`src/rtl/ql_bank_frame_loader.sv`:
```
// ql_bank_frame_loader
// Streams configuration words into a bit-line row register, then strobes the
// matching word line so each row of the tile's memory bank is written once per
// programming pass. Rows are walked 0..WL_W-1; each row sees a setup cycle,
// WL_PULSE cycles of word-line drive and a hold cycle with bl frozen.

module ql_bank_frame_loader #(
    parameter int BL_W     = 158,
    parameter int WL_W     = 158,
    parameter int DATA_W   = 16,
    parameter int WL_PULSE = 2
) (
    input  logic              prog_clk,
    input  logic              pReset,
    input  logic              start,
    input  logic              in_valid,
    input  logic [DATA_W-1:0] in_data,
    output logic              in_ready,
    output logic [0:BL_W-1]   bl,
    output logic [0:WL_W-1]   wl,
    output logic              busy,
    output logic              done
);

    localparam int WPR   = (BL_W + DATA_W - 1) / DATA_W;
    localparam int ROW_W = (WL_W > 1) ? $clog2(WL_W) : 1;
    localparam int WC_W  = (WPR > 1) ? $clog2(WPR) : 1;
    localparam int PC_W  = (WL_PULSE > 1) ? $clog2(WL_PULSE) : 1;

    localparam logic [ROW_W-1:0] LAST_ROW   = ROW_W'(WL_W - 1);
    localparam logic [WC_W-1:0]  LAST_WORD  = WC_W'(WPR - 1);
    localparam logic [PC_W-1:0]  LAST_PULSE = PC_W'(WL_PULSE - 1);

    typedef enum logic [2:0] {
        S_IDLE,
        S_LOAD,
        S_SETTLE,
        S_PULSE,
        S_HOLD,
        S_DONE
    } state_t;

    state_t            state;
    state_t            state_next;
    logic [ROW_W-1:0]  row;
    logic [WC_W-1:0]   word_cnt;
    logic [PC_W-1:0]   pulse_cnt;
    logic              xfer;

    assign xfer = in_valid && in_ready;

    // State register; reset aborts any pass in flight.
    always_ff @(posedge prog_clk) begin
        if (pReset) begin
            state <= S_IDLE;
        end else begin
            state <= state_next;
        end
    end

    // Sequencing and handshake outputs; in_ready depends on state alone.
    always_comb begin
        state_next = state;
        in_ready   = 1'b0;
        busy       = 1'b1;
        done       = 1'b0;
        case (state)
            S_IDLE: begin
                busy = 1'b0;
                if (start) begin
                    state_next = S_LOAD;
                end
            end
            S_LOAD: begin
                in_ready = 1'b1;
                if (in_valid && (word_cnt == LAST_WORD)) begin
                    state_next = S_SETTLE;
                end
            end
            S_SETTLE: begin
                state_next = S_PULSE;
            end
            S_PULSE: begin
                if (pulse_cnt == LAST_PULSE) begin
                    state_next = S_HOLD;
                end
            end
            S_HOLD: begin
                state_next = (row == LAST_ROW) ? S_DONE : S_LOAD;
            end
            S_DONE: begin
                done       = 1'b1;
                state_next = S_IDLE;
            end
            default: begin
                busy       = 1'b0;
                state_next = S_IDLE;
            end
        endcase
    end

    // Row, word and pulse counters; none of them wraps past its last value.
    always_ff @(posedge prog_clk) begin
        if (pReset) begin
            row       <= '0;
            word_cnt  <= '0;
            pulse_cnt <= '0;
        end else begin
            case (state)
                S_IDLE: begin
                    if (start) begin
                        row      <= '0;
                        word_cnt <= '0;
                    end
                end
                S_LOAD: begin
                    if (xfer && (word_cnt != LAST_WORD)) begin
                        word_cnt <= word_cnt + WC_W'(1);
                    end
                end
                S_SETTLE: begin
                    pulse_cnt <= '0;
                end
                S_PULSE: begin
                    if (pulse_cnt != LAST_PULSE) begin
                        pulse_cnt <= pulse_cnt + PC_W'(1);
                    end
                end
                S_HOLD: begin
                    if (row != LAST_ROW) begin
                        row      <= row + ROW_W'(1);
                        word_cnt <= '0;
                    end
                end
                default: begin
                end
            endcase
        end
    end

    // Row assembly: word k lands on bl[k*DATA_W +: DATA_W]; bits past BL_W drop out.
    always_ff @(posedge prog_clk) begin
        if (pReset) begin
            bl <= '0;
        end else if (xfer) begin
            for (int b = 0; b < BL_W; b++) begin
                if (word_cnt == WC_W'(b / DATA_W)) begin
                    bl[b] <= in_data[b % DATA_W];
                end
            end
        end
    end

    // Word-line decode: only the current row, and only while pulsing.
    always_comb begin
        wl = '0;
        for (int r = 0; r < WL_W; r++) begin
            if ((state == S_PULSE) && (row == ROW_W'(r))) begin
                wl[r] = 1'b1;
            end
        end
    end

endmodule

```
`config.mk`:
```
export PLATFORM = sky130hd
export DESIGN_NAME = ql_bank_frame_loader
export DESIGN_NICKNAME = d
export VERILOG_FILES = /design/src/rtl/ql_bank_frame_loader.sv
export SDC_FILE = /design/constraint.sdc
export NUM_CORES = 1
export LEC_CHECK = 0
export CAP_MARGIN = 20
export CORE_AREA = 2 2 132 134
export CTS_CLUSTER_DIAMETER = 60
export DETAILED_ROUTE_END_ITERATION = 8
export DIE_AREA = 0 0 134 136
export DONT_BUFFER_PORTS = 1
export PLACE_DENSITY_LB_ADDON = 0.3
export SYNTH_ARGS = -nofsm -noshare
export SYNTH_HDL_FRONTEND = slang
export SYNTH_SLANG_ARGS = --single-unit
```
`constraint.sdc`:
```
create_clock -name prog_clk -period 2.15 [get_ports prog_clk]
set_clock_uncertainty 0.05 [all_clocks]
set_input_delay 0 -clock prog_clk [delete_from_list [all_inputs] [get_ports prog_clk]]
set_output_delay 0 -clock prog_clk [all_outputs]
set_load 0.02 [all_outputs]
```
; ---- After elaboration in Yosys (flattened, before gate mapping)
; Cells that the tools add are included.
[totals]
input_bits = 20
out_inout_bits = 319
ff_bits = 174
elab_cells = 551
[classes]
n_eq_ne = 178
n_addsub = 3
mux = 175
n_reduce_logical = 181
[op_table]
columns = operator, count
row1 = "8-bit by 7-bit == test with 1-bit output, second input constant", 64
row2 = "8-bit by 6-bit == test with 1-bit output, second input constant", 32
row3 = "8-bit == test, second input constant", 30
row4 = 1-bit two-way mux, 162
row5 = 1-bit logical AND, 161
row6 = "8-bit by 5-bit == test with 1-bit output, second input constant", 16
row7 = "8-bit by 4-bit == test with 1-bit output, second input constant", 8
row8 = "8-bit by 3-bit == test with 1-bit output, second input constant", 4
row9 = 2-bit AND reduction, 10
row10 = "4-bit by 3-bit == test with 1-bit output, second input constant", 4
row11 = "8-bit by 2-bit == test with 1-bit output, second input constant", 2
row12 = 8-bit two-way mux, 2
row13 = 8-bit case mux with 2 select lines, 1
row14 = 3-bit case mux with 5 select lines, 1
row15 = 3-bit two-way mux, 4
row16 = 4-bit two-way mux, 3
row17 = 4-bit case mux with 3 select lines, 1
row18 = "2-bit != test, second input constant", 5
row19 = "8-bit by 1-bit adder with 8-bit output, second input constant", 1
row20 = "4-bit by 2-bit == test with 1-bit output, second input constant", 2
row21 = "4-bit == test, second input constant", 2
row22 = "8-bit by 1-bit == test with 1-bit output, second input constant", 1
row23 = 8-bit logical NOT, 1
row24 = "8-bit != test, second input constant", 1
row25 = other kinds (15), 19

; ---- Logic depth before layout (Yosys ltp)
[depth]
ltp_word = 6
ltp_mapped = 7
depth_no_buf = 6

; ---- Worst setup path after synthesis
; Ideal clock, no wire load.
[synth_timing]
kind = reg-to-reg
startpoint = register row[1]
endpoint = register row[7]
t_required_ps = 1985
path_slack_ps = 354
stages_incl_launch_ff = 8
arrival_time_ps = 1632
setup_ps = 115
period_less_slack_ps = 1796
n_path_buf = 1
cell_sequence = dfxtp_1 > inv_1 > ha_1 > clkbuf_1 > nand4_1 > o2111ai_2 > o31a_1 > o21a_1
[synth_between]
elab_chain_cells = 3
elab_cells_between_ends = 6
cone_classes = 1 x add/sub / 2 x eq/ne / 2 x mux / 1 x reduce/logical
[synth_lines]
columns = element, line
row1 = start: declaration, 45  ; logic [ROW_W-1:0] row;
row2 = start signal: assignment, 131  ; row <= row + ROW_W'(1);
row3 = 8-bit by 1-bit adder with 8-bit output / 8-bit != test (equally long branches), "131, 130"
row4 = 8-bit two-way mux / 2-bit != test (equally long branches), n/a
row5 = 8-bit case mux with 2 select lines / 3-bit AND reduction (equally long branches), n/a
; Several ways; a longest one is shown, not always the timed one. The select of a mux whose other input is x is not followed.
; A chain may end at the register's enable or synchronous reset.

; ---- Worst setup path in the final report
[layout_timing]
startpoint = register row[0]
endpoint = output port wl[112] in the netlist's numbering
[layout_between]
elab_chain_cells = 3
[layout_lines]
columns = element, line
row1 = 8-bit by 7-bit == test with 1-bit output, 158  ; if ((state == S_PULSE) && (row == ROW_W'(r))) begin
row2 = 1-bit logical AND, 158
row3 = 1-bit two-way mux, 158
row4 = end: declaration, 20  ; output logic [0:WL_W-1] wl,
; No other way between the ends.

==> results <==
- The number of antenna diodes in the final layout is 0.
- For the worst setup path, the data required time is 2.10 ns.
- The floorplan step defined a core boundary enclosing 0.0169 sq mm.
- The detail route stage leaves a number of antenna-violating nets equal to 0.
- In the final layout, the share of cells above drive strength 1 is 21.9%.
- The final total negative setup slack is 0 ns.
- Data on the critical path arrives at its endpoint at 2.05 ns.
- The first-pass iteration count of the detailed router is 5.
- The clock root buffer is clkbuf_16.
- In this run the biggest area consumer among cell types represents 45.4% of the synthesized area.
- The share of power burned in registers is 47.5%.
- The die covers 0.0182 sq mm.
- The later pin in the worst-skew pair is clocked with a latency of 0.42 ns.
- VDD sags by at most 0.000581 V.
- Once layout is complete, the cells apart from fillers number 1,441.
- Max-cap violations in this run came to 0.
- In this run the count of I/O pins placed on the die edge is 339.
- The worst hold slack after final layout is -0.407 ns.
- The final wirelength is 27,500 microns.
- In this run, the clock network consumes 49.1% of the power.
- The total congestion overflow after global routing is 0.
- The analysis attributes to cell leakage a power of 3.56 nW.
- The y dimension of the die is 136 microns.
- The run finished, with violations left.
- Summing every instance area after synthesis gives 0.00767 sq mm.
- The startpoint of the lowest-slack hold path is pReset.
- The number of buffers on the longest clock path is 2.
- The area growth from synthesis to layout is 29.3%.
- Cell internal power was estimated by the tool at 5.35 mW.
- By startpoint and endpoint, the worst setup path is classified as flop to output pin.
- The number of clock buffers added by TritonCTS is 17.
- Once routing completed, OpenROAD measured the worst setup slack at 0.0536 ns.
- The combinational share of power is 3.4%.
- The final-report max-slew violation count is 0.
- Summed over all nets, the half-perimeter wirelength after detailed placement is 19,000 microns.
- The last weighted congestion value of the routability-driven placer is 0.919.
- The upper clock frequency limit is 477 MHz.
- The via count of the routed design is 7,695.
- The worst max-slew margin expressed relative to the limit is 51.3%.
- The number of hold violations in the final report is 169.
- The cell area power density is 697 mW/mm^2.
- The initial antenna violation count came to 0.
- The top cell type by total area after synthesis is dfxtp_1.
- The part of the Yosys area used for sequential elements is 45.4%.
- The number of global-route vias before repair was 6,847.
- The number of H-tree levels is 4.
- STA classifies the critical path endpoint as an output pin.
- The leading cell type in the layout, fill and taps excluded is nand2_1.
- After the first detailed-routing iteration, the DRC count stood at 622.
- The measured slew at the worst slew-check pin is 0.728 ns.
- The worst setup slack after placement is 0.304 ns.
- The nature of the critical path startpoint is a flop.
- The clock net sink count is 174.
- Dividing the detail-routed via count by the number of cells gives 5.34.
- Synthesis produced a netlist whose cell count is 1,062.
- Cells fill 58.7% of the core in the end.
- In the routed design, unresolved DRC markers number 0.
- Dividing the synthesized area by the synthesized cell count gives 7.22 sq um.
- TritonCTS built the clock tree.
- Net switching is 22.5% of the power.
- The worst hold path belongs to the class primary input to flop.
- At the end of the flow, the number of nets in the layout was 1,231.
- Global routing used 28.2% of the available tracks across all layers.
- The critical path starts at row[0].
- The top cell types in the final layout, fill and taps aside, are nand2_1 (343), buf_4 (191), dfxtp_1 (173).
- The number of inserted filler cells in the final layout is 1,531.
- The floorplan step set the die width to 134 microns.
- The first global-routing pass estimated 39,700 microns of wire.
- The average wire length per cell after detail routing is 19.1 microns.
- The final instance area is 0.00991 sq mm.
- Of the available clock period, the critical path in the final layout requires 97.5%.
- The clock edge transition at the registers on the reported setup and hold paths is 0.07 ns.
- For this design the total switching power over the nets is 1.56 mW.
- Synthesis inferred 174 register bits.
- The final setup violation count is 0.
- The maximum net fanout on the critical path is 8.
- Counting I/O delays and the setup requirement, the final critical path takes 2.10 ns.
- The startpoint identified for the worst register-to-register timing path is word_cnt[1].
- The number of cells in the design after placement is 1,388.
- Setup repair after global routing could not meet its margin everywhere.
- The placed standard-cell area is 0.00893 sq mm.
- The effective utilization at floorplan is 45.4%.
- Entering global routing, the biggest net connects 170 pins.
- After synthesis, the cell types taking the most area are dfxtp_1 (45%), nand2_1 (17%), a21oi_1 (11%), nor2_1 (8.2%), clkbuf_1 (2.5%).
- The final reports fail on hold timing.
- In this run the core area contains 48 standard-cell rows.
- For this run, the number of Yosys warnings is 0.
- The net count after synthesis is 1,090.
- In this run, distinct cell masters in the synthesized netlist total 42.
- Buffers placed on the I/O ports in this run total 0.
-- final timing paths --
path	to	slack (ns)	depth (start not counted)
worst min-delay path	bl[27]	-0.41	1
worst max register to register	state[1]	0.08	7
worst max-delay path	wl[112]	0.05	5
worst min register to register	bl[53]	0.50	2
-- sequential cells by signal, summed over array words and instances, names as in the netlist --
| name | cells |
|---|---|
| state | 3 |
| bl | 158 |
| row | 8 |
| pulse_cnt | 1 |
| word_cnt | 4 |
-- cells in the mapped netlist, drive strengths merged --
library cell / n
a21oi: 169
a22oi: 1
a311oi: 3
a31oi: 1
and2: 2
and3b: 4
and4: 9
and4b: 1
and4bb: 1
buf: 39
clkbuf: 54
clkinv: 1
dfxtp: 174
ha: 8
inv: 6
mux2i: 2
nand2: 343
nand2b: 4
nand3: 25
nand3b: 3
nand4: 10
nand4bb: 2
nor2: 169
nor2b: 4
nor3: 4
nor4: 2
o2111ai: 1
o211ai: 1
o21a: 2
o21ai: 7
o31a: 1
or2: 2
or3: 6
xnor2: 1
-- through the flow --
step,power [mW],hold WS [ns]
final,6.91,-0.407
after CTS,6.85,-0.415
after global routing,7.10,-0.421
after global placement,3.49,0.0340
after detailed placement,3.49,0.0359
after floorplan,3.53,0.147
-- routing by layer --
metal | part of all wire (%) | vias to the layer above | global-route usage [%] | wire length, microns
li1 | - | 3707 | - | -
met1 | 39 | 3582 | 34.5 | 10700
met2 | 48 | 369 | 45.9 | 13300
met3 | 10 | 37 | 10.1 | 2790
met4 | 2.4 | 0 | 10.2 | 672
met5 | 0 | - | 0 | 0
-- worst max-delay path, stage by stage, from the launching register on --
cell	delay, ns
dfxtp_1	0.36
inv_1	0.14
ha_1	0.43
nand3_2	0.29
nor2_1	0.23
buf_4	0.17
-- final cells by class --
cell class,count,area (sq um),share of cell area [%]
flip-flops and latches,174,3480,35.2
inverters,7,26.3,0.265
clock buffers,19,453,4.57
well taps,225,282,2.84
clock inverters,13,196,1.98
multi-input cells,788,3770,38.1
repair buffers,215,1700,17.1
-- power by group through the flow --
stage	combinational, mW	clock (mW)	sequential (mW)
finish	0.235	3.39	3.28
global route	0.248	3.56	3.29
CTS	0.144	3.42	3.28
detailed placement	0.135	0	3.36
global placement	0.131	0	3.36
floorplan	0.183	0	3.35
-- timing repair --
action / in CTS / in global routing
endpoints found under the hold margin: 174 / 169
gates resized for setup: 7 / 21
hold buffers: 8 / 14
pin swaps: 0 / 0
setup endpoints to repair: 68 / 142
buffers inserted: 0 / 0
-- kinds of logic (layout without fill, tap and decap cells) --
group / Yosys count / in the layout / synth area share (%)
flops: 174 / 174 / 45.4
xor+xnor: 1 / 1 / 0.114
simple gates: 591 / 591 / 33.1
fa+ha+maj: 8 / 8 / 1.31
mux: 2 / 2 / 0.261
buf+inv: 100 / 254 / 6.79
compound gates: 186 / 186 / 13.0
No activity file was read; power rests on OpenSTA's default activity.
